## src/rtl/axil_pkg.sv

```systemverilog
// Shared AXI4-Lite types and helpers for the CSR register bank.
// Response codes and the byte-lane address offset live here.
package axil_pkg;

    typedef logic [1:0] axi_resp_t;

    localparam axi_resp_t RESP_OKAY   = 2'b00;
    localparam axi_resp_t RESP_SLVERR = 2'b10;

    function automatic int addr_lsb(input int data_w);
        return $clog2(data_w / 8);
    endfunction

endpackage

```

## src/rtl/axil_hold_buf.sv

```systemverilog
// One-entry valid/ready holding register.
// Ready while empty; the consumer empties it with clr.
module axil_hold_buf #(
    parameter int C_WIDTH = 32
) (
    input  logic               clk,
    input  logic               rst,
    input  logic [C_WIDTH-1:0] in_data,
    input  logic               in_valid,
    output logic               in_ready,
    output logic [C_WIDTH-1:0] out_data,
    output logic               out_valid,
    input  logic               clr
);

    logic take;

    assign in_ready = !out_valid;
    assign take     = in_valid && !out_valid;

    always_ff @(posedge clk) begin
        if (rst) begin
            out_valid <= 1'b0;
        end else if (clr) begin
            out_valid <= 1'b0;
        end else if (take) begin
            out_valid <= 1'b1;
        end
    end

    always_ff @(posedge clk) begin
        if (take) begin
            out_data <= in_data;
        end
    end

endmodule

```

## src/rtl/axil_regbank.sv

```systemverilog
// AXI4-Lite CSR bank: N registers, byte strobes, RO status slots,
// SLVERR decode and per-register access pulses.
module axil_regbank
    import axil_pkg::*;
#(
    parameter int                        C_DATA_W   = 32,
    parameter int                        C_ADDR_W   = 32,
    parameter int                        C_NUM_REGS = 16,
    parameter logic [C_NUM_REGS-1:0]     C_RO_MASK  = '0,
    parameter logic [C_DATA_W-1:0]       C_RST_VAL  = '0
) (
    input  logic                           s_axi_aclk,
    input  logic                           s_axi_areset,
    input  logic [C_ADDR_W-1:0]            s_axi_awaddr,
    input  logic                           s_axi_awvalid,
    output logic                           s_axi_awready,
    input  logic [C_DATA_W-1:0]            s_axi_wdata,
    input  logic [C_DATA_W/8-1:0]          s_axi_wstrb,
    input  logic                           s_axi_wvalid,
    output logic                           s_axi_wready,
    output logic [1:0]                     s_axi_bresp,
    output logic                           s_axi_bvalid,
    input  logic                           s_axi_bready,
    input  logic [C_ADDR_W-1:0]            s_axi_araddr,
    input  logic                           s_axi_arvalid,
    output logic                           s_axi_arready,
    output logic [C_DATA_W-1:0]            s_axi_rdata,
    output logic [1:0]                     s_axi_rresp,
    output logic                           s_axi_rvalid,
    input  logic                           s_axi_rready,
    output logic [C_NUM_REGS*C_DATA_W-1:0] reg_out,
    input  logic [C_NUM_REGS*C_DATA_W-1:0] reg_in,
    output logic [C_NUM_REGS-1:0]          wr_pulse,
    output logic [C_NUM_REGS-1:0]          rd_pulse
);

    localparam int STRB_W = C_DATA_W / 8;
    localparam int LSB    = addr_lsb(C_DATA_W);
    localparam int IDX_W  = (C_NUM_REGS > 1) ? $clog2(C_NUM_REGS) : 1;
    localparam logic [C_ADDR_W:0] LIMIT =
        (C_ADDR_W+1)'(C_NUM_REGS * STRB_W);

    logic [C_DATA_W-1:0] regs [C_NUM_REGS];
    logic [C_DATA_W-1:0] stat [C_NUM_REGS];

    logic                aw_held;
    logic                w_held;
    logic [C_ADDR_W-1:0] aw_addr;
    logic [C_DATA_W-1:0] w_data;
    logic [STRB_W-1:0]   w_strb;
    logic                commit;

    assign commit = aw_held && w_held && !s_axi_bvalid;

    axil_hold_buf #(.C_WIDTH(C_ADDR_W)) u_aw_buf (
        .clk       (s_axi_aclk),
        .rst       (s_axi_areset),
        .in_data   (s_axi_awaddr),
        .in_valid  (s_axi_awvalid),
        .in_ready  (s_axi_awready),
        .out_data  (aw_addr),
        .out_valid (aw_held),
        .clr       (commit)
    );

    axil_hold_buf #(.C_WIDTH(C_DATA_W + STRB_W)) u_w_buf (
        .clk       (s_axi_aclk),
        .rst       (s_axi_areset),
        .in_data   ({s_axi_wstrb, s_axi_wdata}),
        .in_valid  (s_axi_wvalid),
        .in_ready  (s_axi_wready),
        .out_data  ({w_strb, w_data}),
        .out_valid (w_held),
        .clr       (commit)
    );

    logic [IDX_W-1:0] aw_idx;
    logic             aw_in;
    logic             wr_ok;

    assign aw_idx = aw_addr[LSB +: IDX_W];
    assign aw_in  = {1'b0, aw_addr} < LIMIT;
    assign wr_ok  = aw_in && !C_RO_MASK[aw_idx];

    always_ff @(posedge s_axi_aclk) begin
        for (int i = 0; i < C_NUM_REGS; i++) begin
            if (s_axi_areset) begin
                regs[i] <= C_RO_MASK[i] ? '0 : C_RST_VAL;
            end else if (commit && wr_ok && aw_idx == IDX_W'(i)) begin
                for (int k = 0; k < STRB_W; k++) begin
                    if (w_strb[k]) begin
                        regs[i][k*8 +: 8] <= w_data[k*8 +: 8];
                    end
                end
            end
        end
    end

    always_comb begin
        for (int i = 0; i < C_NUM_REGS; i++) begin
            stat[i] = reg_in[i*C_DATA_W +: C_DATA_W];
            reg_out[i*C_DATA_W +: C_DATA_W] = C_RO_MASK[i] ? '0 : regs[i];
        end
    end

    always_ff @(posedge s_axi_aclk) begin
        if (s_axi_areset) begin
            s_axi_bvalid <= 1'b0;
            s_axi_bresp  <= RESP_OKAY;
            wr_pulse     <= '0;
        end else begin
            wr_pulse <= '0;
            if (commit) begin
                s_axi_bvalid <= 1'b1;
                s_axi_bresp  <= wr_ok ? RESP_OKAY : RESP_SLVERR;
                if (wr_ok) begin
                    wr_pulse <= C_NUM_REGS'(1) << aw_idx;
                end
            end else if (s_axi_bready) begin
                s_axi_bvalid <= 1'b0;
            end
        end
    end

    logic [IDX_W-1:0]    ar_idx;
    logic                ar_in;
    logic                ar_hs;
    logic [C_DATA_W-1:0] rd_val;

    assign ar_idx        = s_axi_araddr[LSB +: IDX_W];
    assign ar_in         = {1'b0, s_axi_araddr} < LIMIT;
    assign s_axi_arready = !s_axi_rvalid;
    assign ar_hs         = s_axi_arvalid && s_axi_arready;

    // Status slots are sampled live from the fabric on the AR edge.
    always_comb begin
        rd_val = '0;
        if (ar_in) begin
            rd_val = C_RO_MASK[ar_idx] ? stat[ar_idx] : regs[ar_idx];
        end
    end

    always_ff @(posedge s_axi_aclk) begin
        if (s_axi_areset) begin
            s_axi_rvalid <= 1'b0;
            s_axi_rdata  <= '0;
            s_axi_rresp  <= RESP_OKAY;
            rd_pulse     <= '0;
        end else begin
            rd_pulse <= '0;
            if (ar_hs) begin
                s_axi_rvalid <= 1'b1;
                s_axi_rdata  <= rd_val;
                s_axi_rresp  <= ar_in ? RESP_OKAY : RESP_SLVERR;
                if (ar_in) begin
                    rd_pulse <= C_NUM_REGS'(1) << ar_idx;
                end
            end else if (s_axi_rready) begin
                s_axi_rvalid <= 1'b0;
            end
        end
    end

endmodule

```

## config.mk

```make
export PLATFORM = sky130hd
export DESIGN_NAME = axil_regbank
export DESIGN_NICKNAME = d
export VERILOG_FILES = /design/src/rtl/axil_pkg.sv /design/src/rtl/axil_hold_buf.sv /design/src/rtl/axil_regbank.sv
export SDC_FILE = /design/constraint.sdc
export NUM_CORES = 1
export LEC_CHECK = 0
export BUFFER_PORTS_ARGS = -buffer_cell sky130_fd_sc_hd__buf_2
export CELL_PAD_IN_SITES_DETAIL_PLACEMENT = 1
export CELL_PAD_IN_SITES_GLOBAL_PLACEMENT = 1
export CORE_AREA = 2 2 469 471
export CTS_CLUSTER_DIAMETER = 120
export DETAILED_ROUTE_END_ITERATION = 7
export DIE_AREA = 0 0 471 473
export GPL_TIMING_DRIVEN = 1
export PLACE_DENSITY_LB_ADDON = 0.15
export SLEW_MARGIN = 30
export SYNTH_ARGS = -nofsm -noshare
export SYNTH_HDL_FRONTEND = slang
export SYNTH_SLANG_ARGS = --single-unit
```

## constraint.sdc

```tcl
create_clock -name s_axi_aclk -period 2.7 [get_ports s_axi_aclk]
set_clock_uncertainty 0.05 [all_clocks]
set_input_delay 0.405 -clock s_axi_aclk [delete_from_list [all_inputs] [get_ports s_axi_aclk]]
set_output_delay 0.405 -clock s_axi_aclk [all_outputs]
set_load 0.005 [all_outputs]
```

==> reports/results.txt <==
status - completed
Die Area - 0.2228 mm2
Final Max Tran Viols - 0
multiplexer area fraction after synthesis - 0.1073
Initial Utilization - 0.1232
Tmin final - 2666 ps
clock slew at reported path FFs - 60 ps
Die Wd - 471 um
area of the multi-input gates - 0.007528 mm2
crit path max fanout - 8
largest family of logic cells by synthesized area - simple AND/OR/NAND/NOR gates
Final TNS setup - 0 ps
die height - 473 um
Clk Latency, worst-skew pair - 710 ps
Synth Instances - 1815
FP Rows - 172
clock root cell - clkbuf_16
CP required - 3050 ps
max cap viols - 0
Synth Area in Compound Gates - 0.04749
critical path type - reg2reg
Final Util - 0.1836
Inst Count DP - 5433
DP Wirelength - 124.9 mm
RSZ-0062 raised after global routing - true
Comb pwr share - 0.088
fraction of layout cells with a size suffix above 1 - 0.4353
Worst Max-Slew Pin Slew - 860.7 ps
prevailing post-synth register cell - edfxtp_1
Synth Area in Simple Gates - 0.1183
Syn Area/Cell - 14.81 um2
critical path startpoint - u_aw_buf.out_data[14]$_DFFE_PP_
CTS tree - built
hold path startpoint - s_axi_areset
Post-synth ARST share - 0
fin cells - 5701
XOR/XNOR Fraction of Synth Area - 0
clock power share - 0.457
Sw Pwr - 6.593 mW
switching part of the total - 0.2597
Cell Pwr Density - 633.7 mW/mm2
P&R area growth vs syn - 49.06%
Finish-stage setup viols - 0
FF/Latch Area - 0.01876 mm2
pin count of the biggest net entering global routing - 41
number of synthesized flops with an enable pin - 578
RePlAce Congestion - 0.7564
worst vdd ir - 426.6 uV
CP Data Arrival Time - 3010 ps
grt ovf - 0
drt drc - 0
H-Tree Depth - 3
initial antenna violation count - 23
port bufs - 685
fmax - 0.3751 GHz
Yosys reg bits - 648
sequential share of power - 0.455
Slew HR - 0.4262
crit path launch type - register
Via Count - 20150
Int Power - 18.79 mW
Leakage - 15.35 nW
Final ANT Viol Nets - 0
vias in the first global route - 21260
Worst Setup End Kind - register
fillcell total - 24630
final hold vios - 0
first-pass GRT wire length - 211.9 mm
number of I/O pins - 1204
Post-Route WL - 163.2 mm
DRT Pass-1 Iters - 5
NumNets Final - 3355
Avg WL per Cell - 28.63 um
Mapped Area - 0.02688 mm2
post-synthesis adder-cell area fraction - 0
drt via density - 3.534
CTS buffer count - 88
fin crit share - 0.9874
DR iter-0 viols - 1271
clk buf depth - 3
Core Area - 0.2182 mm2
Clock Sinks - 648
Tot GR Track Use - 0.1427
FF-to-FF Start - u_aw_buf.out_data[14]$_DFFE_PP_
count of cell types in the netlist - 34
Ys Warns - 0
Hold Path Class - in2reg
Seq/Total Area, Yosys - 0.6980
## power by group through the flow
stage	sequential [mW]	clock, mW	combinational [mW]
floorplan	11.6	0	0.796
global placement	11.8	0	2.21
detailed placement	11.8	0	2.21
CTS	11.6	12.0	2.31
global route	11.6	12.4	2.40
finish	11.6	11.6	2.23
## area by class of cell
class / instances / area share
antenna: 23 / 0.001437
clock buffer: 119 / 0.06046
clock inverter: 42 / 0.009088
inverter: 4 / 0.0003748
multi-input combinational: 999 / 0.1879
sequential: 648 / 0.4682
tap: 2871 / 0.08967
timing repair buffer: 995 / 0.1828
## sequential cells by signal, summed over array words and instances (netlist names)
name	flops
regs	512
u_w_buf.out_data	36
s_axi_rdata	32
u_aw_buf.out_data	30
rd_pulse	16
wr_pulse	16
s_axi_bresp	1
s_axi_bvalid	1
s_axi_rresp	1
s_axi_rvalid	1
u_aw_buf.out_valid	1
u_w_buf.out_valid	1
## synthesized netlist by cell type (3+ instances only)
cell	number	area, um2
edfxtp_1	578	17360
a22o_1	32	280.3
nor4_4	10	212.7
mux4_2	128	2883
nor4_1	23	143.9
nand4_1	10	62.56
dfxtp_1	70	1401
nor2_1	539	2023
and2_1	3	18.77
inv_1	4	15.01
nand4_4	9	191.4
buf_1	4	15.01
buf_4	3	22.52
nor3_1	11	55.05
buf_6	10	112.6
clkbuf_1	105	394.1
buf_2	43	215.2
nand2_1	68	255.2
nand2b_1	8	50.05
nor2b_1	13	81.33
a22oi_1	64	480.5
a21o_1	64	480.5
## final timing paths
path / end / slack [ps] / cells after the start
worst max-delay path: regs[3][27]$_SDFFCE_PN0P_ / 30 / 10
worst min-delay path: wr_pulse[3]$_SDFF_PP0_ / 80 / 2
worst max register to register: regs[3][27]$_SDFFCE_PN0P_ / 30 / 10
worst min register to register: s_axi_rdata[13]$_SDFFE_PP0P_ / 420 / 1
## worst max-delay path, stage by stage, from the launching register on
cell      delay [ps]
edfxtp_1         380
nor4_2           330
buf_4            170
nand4_1          100
buf_6            170
buf_12           150
buf_6            120
nor4_4           350
buf_12           180
a21o_1           150
buf_12           170
## placed cells by master (no fill, tap or decap), drive strengths merged, types with 3 or more instances in the layout
cell type      n
nor3          11
nand2b         8
and2           3
mux4         128
buf          922
nand2         68
clkinv        28
dlygate4sd3   71
nor4          34
nor2         539
nor2b         13
clkbuf       121
bufinv         3
diode         23
a21o          64
nand4         19
edfxtp       578
clkinvlp       6
inv            9
dfxtp         70
a22o          32
a22oi         64
## per-layer routing
layer / up-vias / wire length (um) / track usage
met5: - / 95 / 0
met4: 14 / 3412 / 0.03523
met3: 146 / 13450 / 0.04876
met2: 845 / 69880 / 0.2131
met1: 10490 / 76410 / 0.1958
li1: 8652 / - / -
## timing repair
item                       4_1_cts  5_1_grt
pin swaps                        7        8
buffers inserted                 5        6
hold endpoints to repair        70        0
gates cloned                     0        2
resized for setup               11       15
setup endpoints to repair      491      337
hold buffers                    71        0
## cells by family (layout without fill, tap and decap cells)
kind of cell,after synthesis,in the layout
AND/OR/NAND/NOR,704,704
flip-flops,648,648
buffers and inverters,169,1160
AO/OA/AOI/OAI,165,165
multiplexers,128,128
other,1,25
## per-stage QoR
| step | power [mW] | worst slack (ps) | cell area (um2) | hold WS [ps] |
|---|---|---|---|---|
| finish | 25.39 | 33.94 | 40060 | 84.36 |
| global route | 26.36 | -47.04 | 40020 | 91.17 |
| CTS | 25.92 | -2.605 | 39840 | 34.56 |
| detailed placement | 13.98 | -634.0 | 36230 | 414.2 |
| global placement | 13.98 | -642.6 | 36230 | 408.4 |
| floorplan | 12.40 | 193.0 | 26880 | 424.7 |
Note: power is estimated with default switching activity, not from simulation.
